**config.mk**
```make
export PLATFORM = sky130hd
export DESIGN_NAME = rfnoc_conv2bto32b_core
export DESIGN_NICKNAME = d
export VERILOG_FILES = /design/src/rtl/rfnoc_qpsk_pkg.sv /design/src/rtl/rfnoc_conv2bto32b_core.sv
export SDC_FILE = /design/constraint.sdc
export NUM_CORES = 1
export LEC_CHECK = 0
export CAP_MARGIN = 20
export CORE_MARGIN = 2
export CORE_UTILIZATION = 36
export DETAILED_ROUTE_END_ITERATION = 6
export SLEW_MARGIN = 10
export SYNTH_ARGS = -nofsm -noshare
export SYNTH_HDL_FRONTEND = slang
export SYNTH_SLANG_ARGS = --single-unit
```
**constraint.sdc**
```tcl
create_clock -name clk -period 2.3 [get_ports clk]
set_input_delay 0.69 -clock clk [delete_from_list [all_inputs] [get_ports clk]]
set_output_delay 0.69 -clock clk [all_outputs]
set_load 0.03 [all_outputs]
```
**src/rtl/rfnoc_qpsk_pkg.sv**
```systemverilog
// ============================================================================
// Module      : rfnoc_qpsk_pkg
// Description : Types and constants shared by the QPSK dibit/word converters.
// Revision    : 1.0 - initial release
// ============================================================================
`default_nettype none

package rfnoc_qpsk_pkg;

  localparam int DIBITS_PER_WORD = 16;
  localparam int DIBIT_W         = 2;

  typedef logic [DIBIT_W-1:0] dibit_t;
  typedef logic [31:0]        word_t;

  // Append one dibit at the LSB end so the oldest dibit migrates toward [31:30].
  function automatic word_t shift_in_dibit(input word_t w, input dibit_t d);
    return {w[31-DIBIT_W:0], d};
  endfunction

endpackage

`default_nettype wire

```
**src/rtl/rfnoc_conv2bto32b_core.sv**
```systemverilog
// ============================================================================
// Module      : rfnoc_conv2bto32b_core
// Description : Decimates a repeated-dibit item stream by N and packs 16
//               surviving dibits MSB-first into 32-bit AXI-Stream words with
//               fixed-length packet framing.
// Revision    : 1.0 - initial release
// ============================================================================
`default_nettype none

module rfnoc_conv2bto32b_core
  import rfnoc_qpsk_pkg::*;
#(
  parameter int ITEM_W    = 32,
  parameter int N         = 4,
  parameter int PKT_WORDS = 64
) (
  input  logic              clk,
  input  logic              rst,
  input  logic              clear,
  input  logic [ITEM_W-1:0] s_axis_tdata,
  input  logic              s_axis_tvalid,
  output logic              s_axis_tready,
  input  logic              s_axis_tlast,
  output logic [31:0]       m_axis_tdata,
  output logic              m_axis_tvalid,
  input  logic              m_axis_tready,
  output logic              m_axis_tlast,
  output logic [3:0]        sym_count
);

  // Counter widths cover the full legal parameter ranges (N<=255, PKT_WORDS<=4096).
  localparam logic [7:0]  PHASE_LAST = 8'(N - 1);
  localparam logic [11:0] WORD_LAST  = 12'(PKT_WORDS - 1);
  localparam logic [3:0]  SYM_LAST   = 4'(DIBITS_PER_WORD - 1);

  logic [7:0]  phase_q, phase_d;
  logic [3:0]  sym_q,   sym_d;
  word_t       shreg_q, shreg_d;
  word_t       data_q,  data_d;
  logic        valid_q, valid_d;
  logic        last_q,  last_d;
  logic [11:0] wcnt_q,  wcnt_d;

  logic   w_in_beat;
  logic   w_keep;
  logic   w_complete;
  logic   w_drain;
  dibit_t w_dibit;
  word_t  w_packed;

  // Input only stalls while a finished word is stuck at the output.
  assign s_axis_tready = !(rst || clear) && (!valid_q || m_axis_tready);

  assign w_in_beat  = s_axis_tvalid && s_axis_tready;
  assign w_keep     = w_in_beat && (phase_q == '0);
  assign w_complete = w_keep && (sym_q == SYM_LAST);
  assign w_drain    = valid_q && m_axis_tready;
  assign w_dibit    = s_axis_tdata[DIBIT_W-1:0];
  assign w_packed   = shift_in_dibit(shreg_q, w_dibit);

  // Only the dibit field carries information; framing on the input is ignored.
  generate
    if (ITEM_W > DIBIT_W) begin : g_unused_hi
      logic w_unused_hi;
      assign w_unused_hi = ^s_axis_tdata[ITEM_W-1:DIBIT_W];
    end
  endgenerate

  logic w_unused_tlast;
  assign w_unused_tlast = s_axis_tlast;

  // Next-state for decimation phase, packer, output register and word counter.
  always_comb begin
    phase_d = phase_q;
    sym_d   = sym_q;
    shreg_d = shreg_q;
    data_d  = data_q;
    valid_d = valid_q;
    last_d  = last_q;
    wcnt_d  = wcnt_q;

    if (w_drain) begin
      wcnt_d  = (wcnt_q == WORD_LAST) ? '0 : wcnt_q + 12'd1;
      valid_d = 1'b0;
      last_d  = 1'b0;
    end

    if (w_in_beat) begin
      phase_d = (phase_q == PHASE_LAST) ? '0 : phase_q + 8'd1;
    end

    if (w_keep) begin
      shreg_d = w_packed;
      sym_d   = (sym_q == SYM_LAST) ? '0 : sym_q + 4'd1;
    end

    // A completion in the same cycle as a drain overrides the drain, so the
    // output stays valid with fresh data and no bubble is inserted.
    if (w_complete) begin
      valid_d = 1'b1;
      data_d  = w_packed;
      last_d  = (wcnt_d == WORD_LAST);
    end
  end

  // State registers; clear behaves exactly like reset and drops any partial word.
  always_ff @(posedge clk) begin
    if (rst || clear) begin
      phase_q <= '0;
      sym_q   <= '0;
      shreg_q <= '0;
      data_q  <= '0;
      valid_q <= 1'b0;
      last_q  <= 1'b0;
      wcnt_q  <= '0;
    end else begin
      phase_q <= phase_d;
      sym_q   <= sym_d;
      shreg_q <= shreg_d;
      data_q  <= data_d;
      valid_q <= valid_d;
      last_q  <= last_d;
      wcnt_q  <= wcnt_d;
    end
  end

  assign m_axis_tdata  = data_q;
  assign m_axis_tvalid = valid_q;
  assign m_axis_tlast  = last_q;
  assign sym_count     = sym_q;

endmodule

`default_nettype wire

```
* After elaboration in Yosys (flattened, before gate mapping)
Index checks and enable logic that the tools add are counted.
Widths: inputs -> output; s select.
** Word-level totals
- Register bits :: 88
- Latch bits :: 0
- Bits in writable memories :: 0
- Memory bits (read-only) :: 0
- Bits of input ports :: 38
- Output and inout port bits :: 39
- Word-level logic and storage cells :: 32
- Memories :: 0
** Cells by class
- Add/subtract/negate cells :: 3
- $mul :: 0
- Div/mod/pow operators :: 0
- $lt $le $gt $ge :: 0
- Equal/unequal tests :: 4
- Shift operators :: 0
- Multiplexer cells :: 7
- Bitwise logic cells :: 0
- Reductions and logical operators :: 11
** Operators by type and width (number)
- $eq 12x6->1 const B :: 2
- $mux 12 :: 2
- $add 12x1->12 const B :: 1
- $add 8x1->8 const B :: 1
- $eq 8x2->1 const B :: 1
- $logic_not 8->1 :: 1
- $mux 8 :: 1
- $logic_and 1x1->1 :: 5
- $add 4x1->4 const B :: 1
- $eq 4x4->1 const B :: 1
- $mux 4 :: 1
- $mux 1 :: 3
- $logic_not 1->1 :: 2
- $logic_or 1x1->1 :: 2
- $reduce_bool 2->1 :: 1

* Logic depth before layout (Yosys ltp)
Gate-level depths: netlist of run 1.
- Depth after elaboration :: 7
- Gate-level depth with buffers :: 8
- Gate-level depth less buffers :: 7

* Worst setup path before layout of run 1
Ideal clock, no wire load.
- Kind :: input -> register
- Start point :: in clear
- End point :: reg data_q[0] (netlist: m_axis_tdata[0])
- Setup time :: 0.132 ns
- Arrival time :: 1.892 ns
- Required time :: 2.168 ns
- Slack :: 0.276 ns
- Stages on the path :: 7
- Buffers on the path :: 2
- Cells stage by stage :: nor2_1 nand3_1 or3_1 clkbuf_1 buf_2 nand2_1 a21oi_1
** Between the ends
- Longest elaborated chain between the ends :: 6
** RTL lines
- from (decl) :: line rfnoc_conv2bto32b_core.sv:19 : input logic clear,
- $logic_or 1x1->1 * :: line rfnoc_conv2bto32b_core.sv:52, rfnoc_conv2bto32b_core.sv:108
- $logic_not 1->1 :: line rfnoc_conv2bto32b_core.sv:52 : assign s_axis_tready = !(rst || clear) && (!valid_q || m_axis_tready);
- $logic_and 1x1->1 :: line rfnoc_conv2bto32b_core.sv:52
- $logic_and 1x1->1 :: line rfnoc_conv2bto32b_core.sv:54 : assign w_in_beat = s_axis_tvalid && s_axis_tready;
- $logic_and 1x1->1 :: line rfnoc_conv2bto32b_core.sv:55 : assign w_keep = w_in_beat && (phase_q == '0);
- $logic_and 1x1->1 :: line rfnoc_conv2bto32b_core.sv:56 : assign w_complete = w_keep && (sym_q == SYM_LAST);
- to (signal assigned) :: line rfnoc_conv2bto32b_core.sv:120 : data_q <= data_d;
- to (decl) :: line rfnoc_conv2bto32b_core.sv:39 : word_t data_q, data_d;
Mark *: on every way between the ends. The rest lies on a longest branch, timed or not.
A chain may end at the register's enable or synchronous reset.

* Worst setup path in the final report of run 1
- Start point :: reg valid_q (netlist: m_axis_tvalid)
- End point :: out m_axis_tvalid
** RTL lines
- from (decl) :: line rfnoc_conv2bto32b_core.sv:40 : logic valid_q, valid_d;
- from (signal assigned) :: line rfnoc_conv2bto32b_core.sv:121 : valid_q <= valid_d;
- to (decl) :: line rfnoc_conv2bto32b_core.sv:25 : output logic m_axis_tvalid,
No word-level cell between the ends.

==> flow_metrics.env, run 1 <==
export IMPL_reg2reg_depth=7
export IMPL_p_leak_nw=1.512
export IMPL_max_cap_violations=0
export IMPL_place_gp_congestion=0.8051
export IMPL_worstSetupEndpointType="primary output"
export IMPL_busiest_layer="met2"
export IMPL_dp_cells=613
export IMPL_grtUsageTotal=0.1486
export IMPL_grt_pass1_vias=2733
export IMPL_tns_ns=0
export IMPL_drc=0
export IMPL_grt_antenna_before_repair=0
export IMPL_antenna_left=0
export IMPL_io_pin_count=77
export IMPL_die_w_um=101.8
export IMPL_synth_compound_gate_area_share=0.1316
export IMPL_crit_family="buffers and inverters"
export IMPL_ys_flop_type="dfxtp_1"
export IMPL_rsz0062_at_grt="false"
export IMPL_required_ns=1.61
export IMPL_grt_overflow=0
export IMPL_rows=35
export IMPL_final_cells=633
export IMPL_synth_warnings=0
export IMPL_worst_path_buf_inv=1
export IMPL_cts_buffers=9
export IMPL_die_area_um2=10360
export IMPL_drtIter0Drc=130
export IMPL_root_buffer="clkbuf_8"
export IMPL_grt_max_degree=72
export IMPL_yosys_register_bits=88
export IMPL_fmax_ghz=0.4444
export IMPL_peakVddDrop_mv=0.2873
export IMPL_yosysSeqAreaShare=0.5118
export IMPL_final_common_cell="nand2_1"
export IMPL_grt_pass1_wl_um=12320
export IMPL_first_pass_iters=4
export IMPL_r2r_start="wcnt_q[0]"
export IMPL_syn_cell_area_um2=3442
export IMPL_skew_ns=0.008364
export IMPL_hpwl_um=4792
export IMPL_setup_ws_ns=0.04963
export IMPL_max_slew_margin=0.7679
export IMPL_drive_gt1_frac=0.1210
export IMPL_diodes=0
export IMPL_gr_usage_met3=0.03520
export IMPL_synth_top_family_by_area="simple AND/OR/NAND/NOR gates"
export IMPL_io_buffers=45
export IMPL_cp_slowest_cell="clkdlybuf4s50_1"
export IMPL_slowest_delay_ns=0.73
export IMPL_start_util=0.3725
export IMPL_status="finished, final reports clean"
export IMPL_vias=3017
export IMPL_avgSynthCellArea_um2=7.968
export IMPL_dieHeight_um=101.8
export IMPL_ys_types=36
export IMPL_period_needed_ns=2.250
export IMPL_cellPowerDensity_nw_per_um2=607.5
export IMPL_start_kind="register"
export IMPL_area_growth_pct=31.08
export IMPL_synth_top_area_cell="dfxtp_1"
export IMPL_worstSetupPathType="register to primary output"
export IMPL_maxSlewViolCount=0
export IMPL_hold_depth=2
export IMPL_clk_latency_ns=0.36
export IMPL_syn_instance_count=432
export IMPL_layout_common_cells="138 x nand2_1, 88 x dfxtp_1, 72 x a21oi_1"
export IMPL_clock_path_buffers=2
export IMPL_synthTopCellsByArea="dfxtp_1 51%, nand2_1 15%, a21oi_1 10%, xor2_1 2.8%, nor2_1 2.5%"
export IMPL_synthXorXnorAreaFrac=0.04580
export IMPL_r2r_end="m_axis_tlast"
export IMPL_worst_slew_pin_slew_ns=0.3456
export IMPL_synth_nets=475
export IMPL_cts_hold_buf=0
export IMPL_async_flop_share=0
export IMPL_routedWlPerCell_um=11.44
export IMPL_cts_max_level=3
export IMPL_synthSimpleGateAreaFrac=0.2555
export IMPL_synthAdderAreaFrac=0.01818
export IMPL_ff2ff_setup_slack_ns=0.44
export IMPL_cts_sinks=88
export IMPL_cts_tree="yes"
export IMPL_grt_use_met2=0.2262
export IMPL_synth_edf_count=0
export IMPL_min_to="m_axis_tdata[7]"
export IMPL_whs_ns=0.4521
export IMPL_min_from="m_axis_tdata[7]"
export IMPL_arrival_ns=1.56
export IMPL_hp_class="register to register"
export IMPL_setup_violations=0
export IMPL_totalWireLength_um=7240
export IMPL_fill_cells=932
export IMPL_path_cells="clkdlybuf4s50_1"
export IMPL_place_area_um2=4250
export IMPL_num_nets_final=542
export IMPL_crit_path_max_fanout=6
export IMPL_clkTransAtPathRegs_ns=0.10
export IMPL_hold_viol_final=0
export IMPL_grt_met1_usage=0.2045
export IMPL_final_area_um2=4512
export IMPL_detail_route_vias_per_cell=4.766
export IMPL_synth_top_area_frac=0.5118
export IMPL_fin_crit_sh=0.9784
export IMPL_core_um2=9240
export IMPL_synth_mux_area_frac=0.002908
export IMPL_dp_slack_ns=-0.2517
==> final cells by class <==
cell class | instances | area [µm²] | share of cell area
sequential | 88 | 1762 | 0.3905
multi-input combinational | 315 | 1587 | 0.3516
timing repair buffer | 79 | 768.2 | 0.1703
tap | 129 | 161.4 | 0.03577
clock buffer | 10 | 137.6 | 0.03050
clock inverter | 6 | 73.82 | 0.01636
inverter | 6 | 22.52 | 0.004992
==> registers in the layout, indices dropped and copies added, names as in the netlist <==
| register | flops |
|---|---|
| m_axis_tdata | 32 |
| shreg_q | 30 |
| wcnt_q | 12 |
| phase_q | 8 |
| sym_count | 4 |
| m_axis_tlast | 1 |
| m_axis_tvalid | 1 |
==> power by group <==
group,switching [mW],internal [mW]
Sequential,0.00197,1.52
Combinational,0.0557,0.0408
Clock,0.571,0.547
Total,0.629,2.11
==> how the worst max path moves through the flow <==
stage / startpoint / end / slack (ns) / depth (start not counted)
after detailed placement: m_axis_tready / m_axis_tlast / -0.25 / 8
after global placement: m_axis_tready / m_axis_tlast / -0.24 / 8
after global routing: m_axis_tvalid / m_axis_tvalid / 0.02 / 1
after floorplan: clear / m_axis_tdata[0] / 0.28 / 7
final: m_axis_tvalid / m_axis_tvalid / 0.05 / 1
after CTS: sym_count[0] / sym_count[0] / 0.02 / 1
==> stage by stage <==
| stage | util | total power, mW |
|---|---|---|
| 6_report | 0.4883 | 2.741 |
| 5_1_grt | 0.4883 | 2.847 |
| 4_1_cts | 0.4875 | 2.785 |
| 3_5_place_dp | 0.4600 | 1.653 |
| 3_3_place_gp | 0.4600 | 1.653 |
| 2_1_floorplan | - | 1.607 |
==> logic make-up after synthesis <==
kind of cell,Yosys count
and+or+nand+nor,204
muxes,1
AOI/OAI and AO/OA,87
DFF,88
xor gates and xnor gates,18
adders and majority gates,5
buffers and inverters,29
==> cell usage after synthesis, types with 6 or more instances <==
cell type,n
clkbuf_1,16
xor2_1,11
dfxtp_1,88
nand3_1,11
inv_1,6
buf_2,7
o21ai_0,6
nor2_1,23
nand2_1,138
nand4_1,6
or3_1,6
a21oi_1,72
xnor2_1,7
==> timing repair <==
action / in CTS / in global routing
pin swaps: 1 / 0
gates cloned: 0 / 0
gates resized for setup: 7 / 2
setup endpoints to repair: 1 / 2
buffers inserted: 4 / 0
==> layer usage <==
layer | wire length, µm | up-vias
li1 | - | 1562
met1 | 3691 | 1399
met2 | 3217 | 47
met3 | 227 | 9
met4 | 104 | 0
met5 | 0 | -
Power figures use the tool's default switching activity.
==> inputs of run 2 (changes only) <==
- TNS_END_PERCENT: unset -> 30
==> results of run 2 <==
Final layout, timing and power as in run 1 (identical DEF).
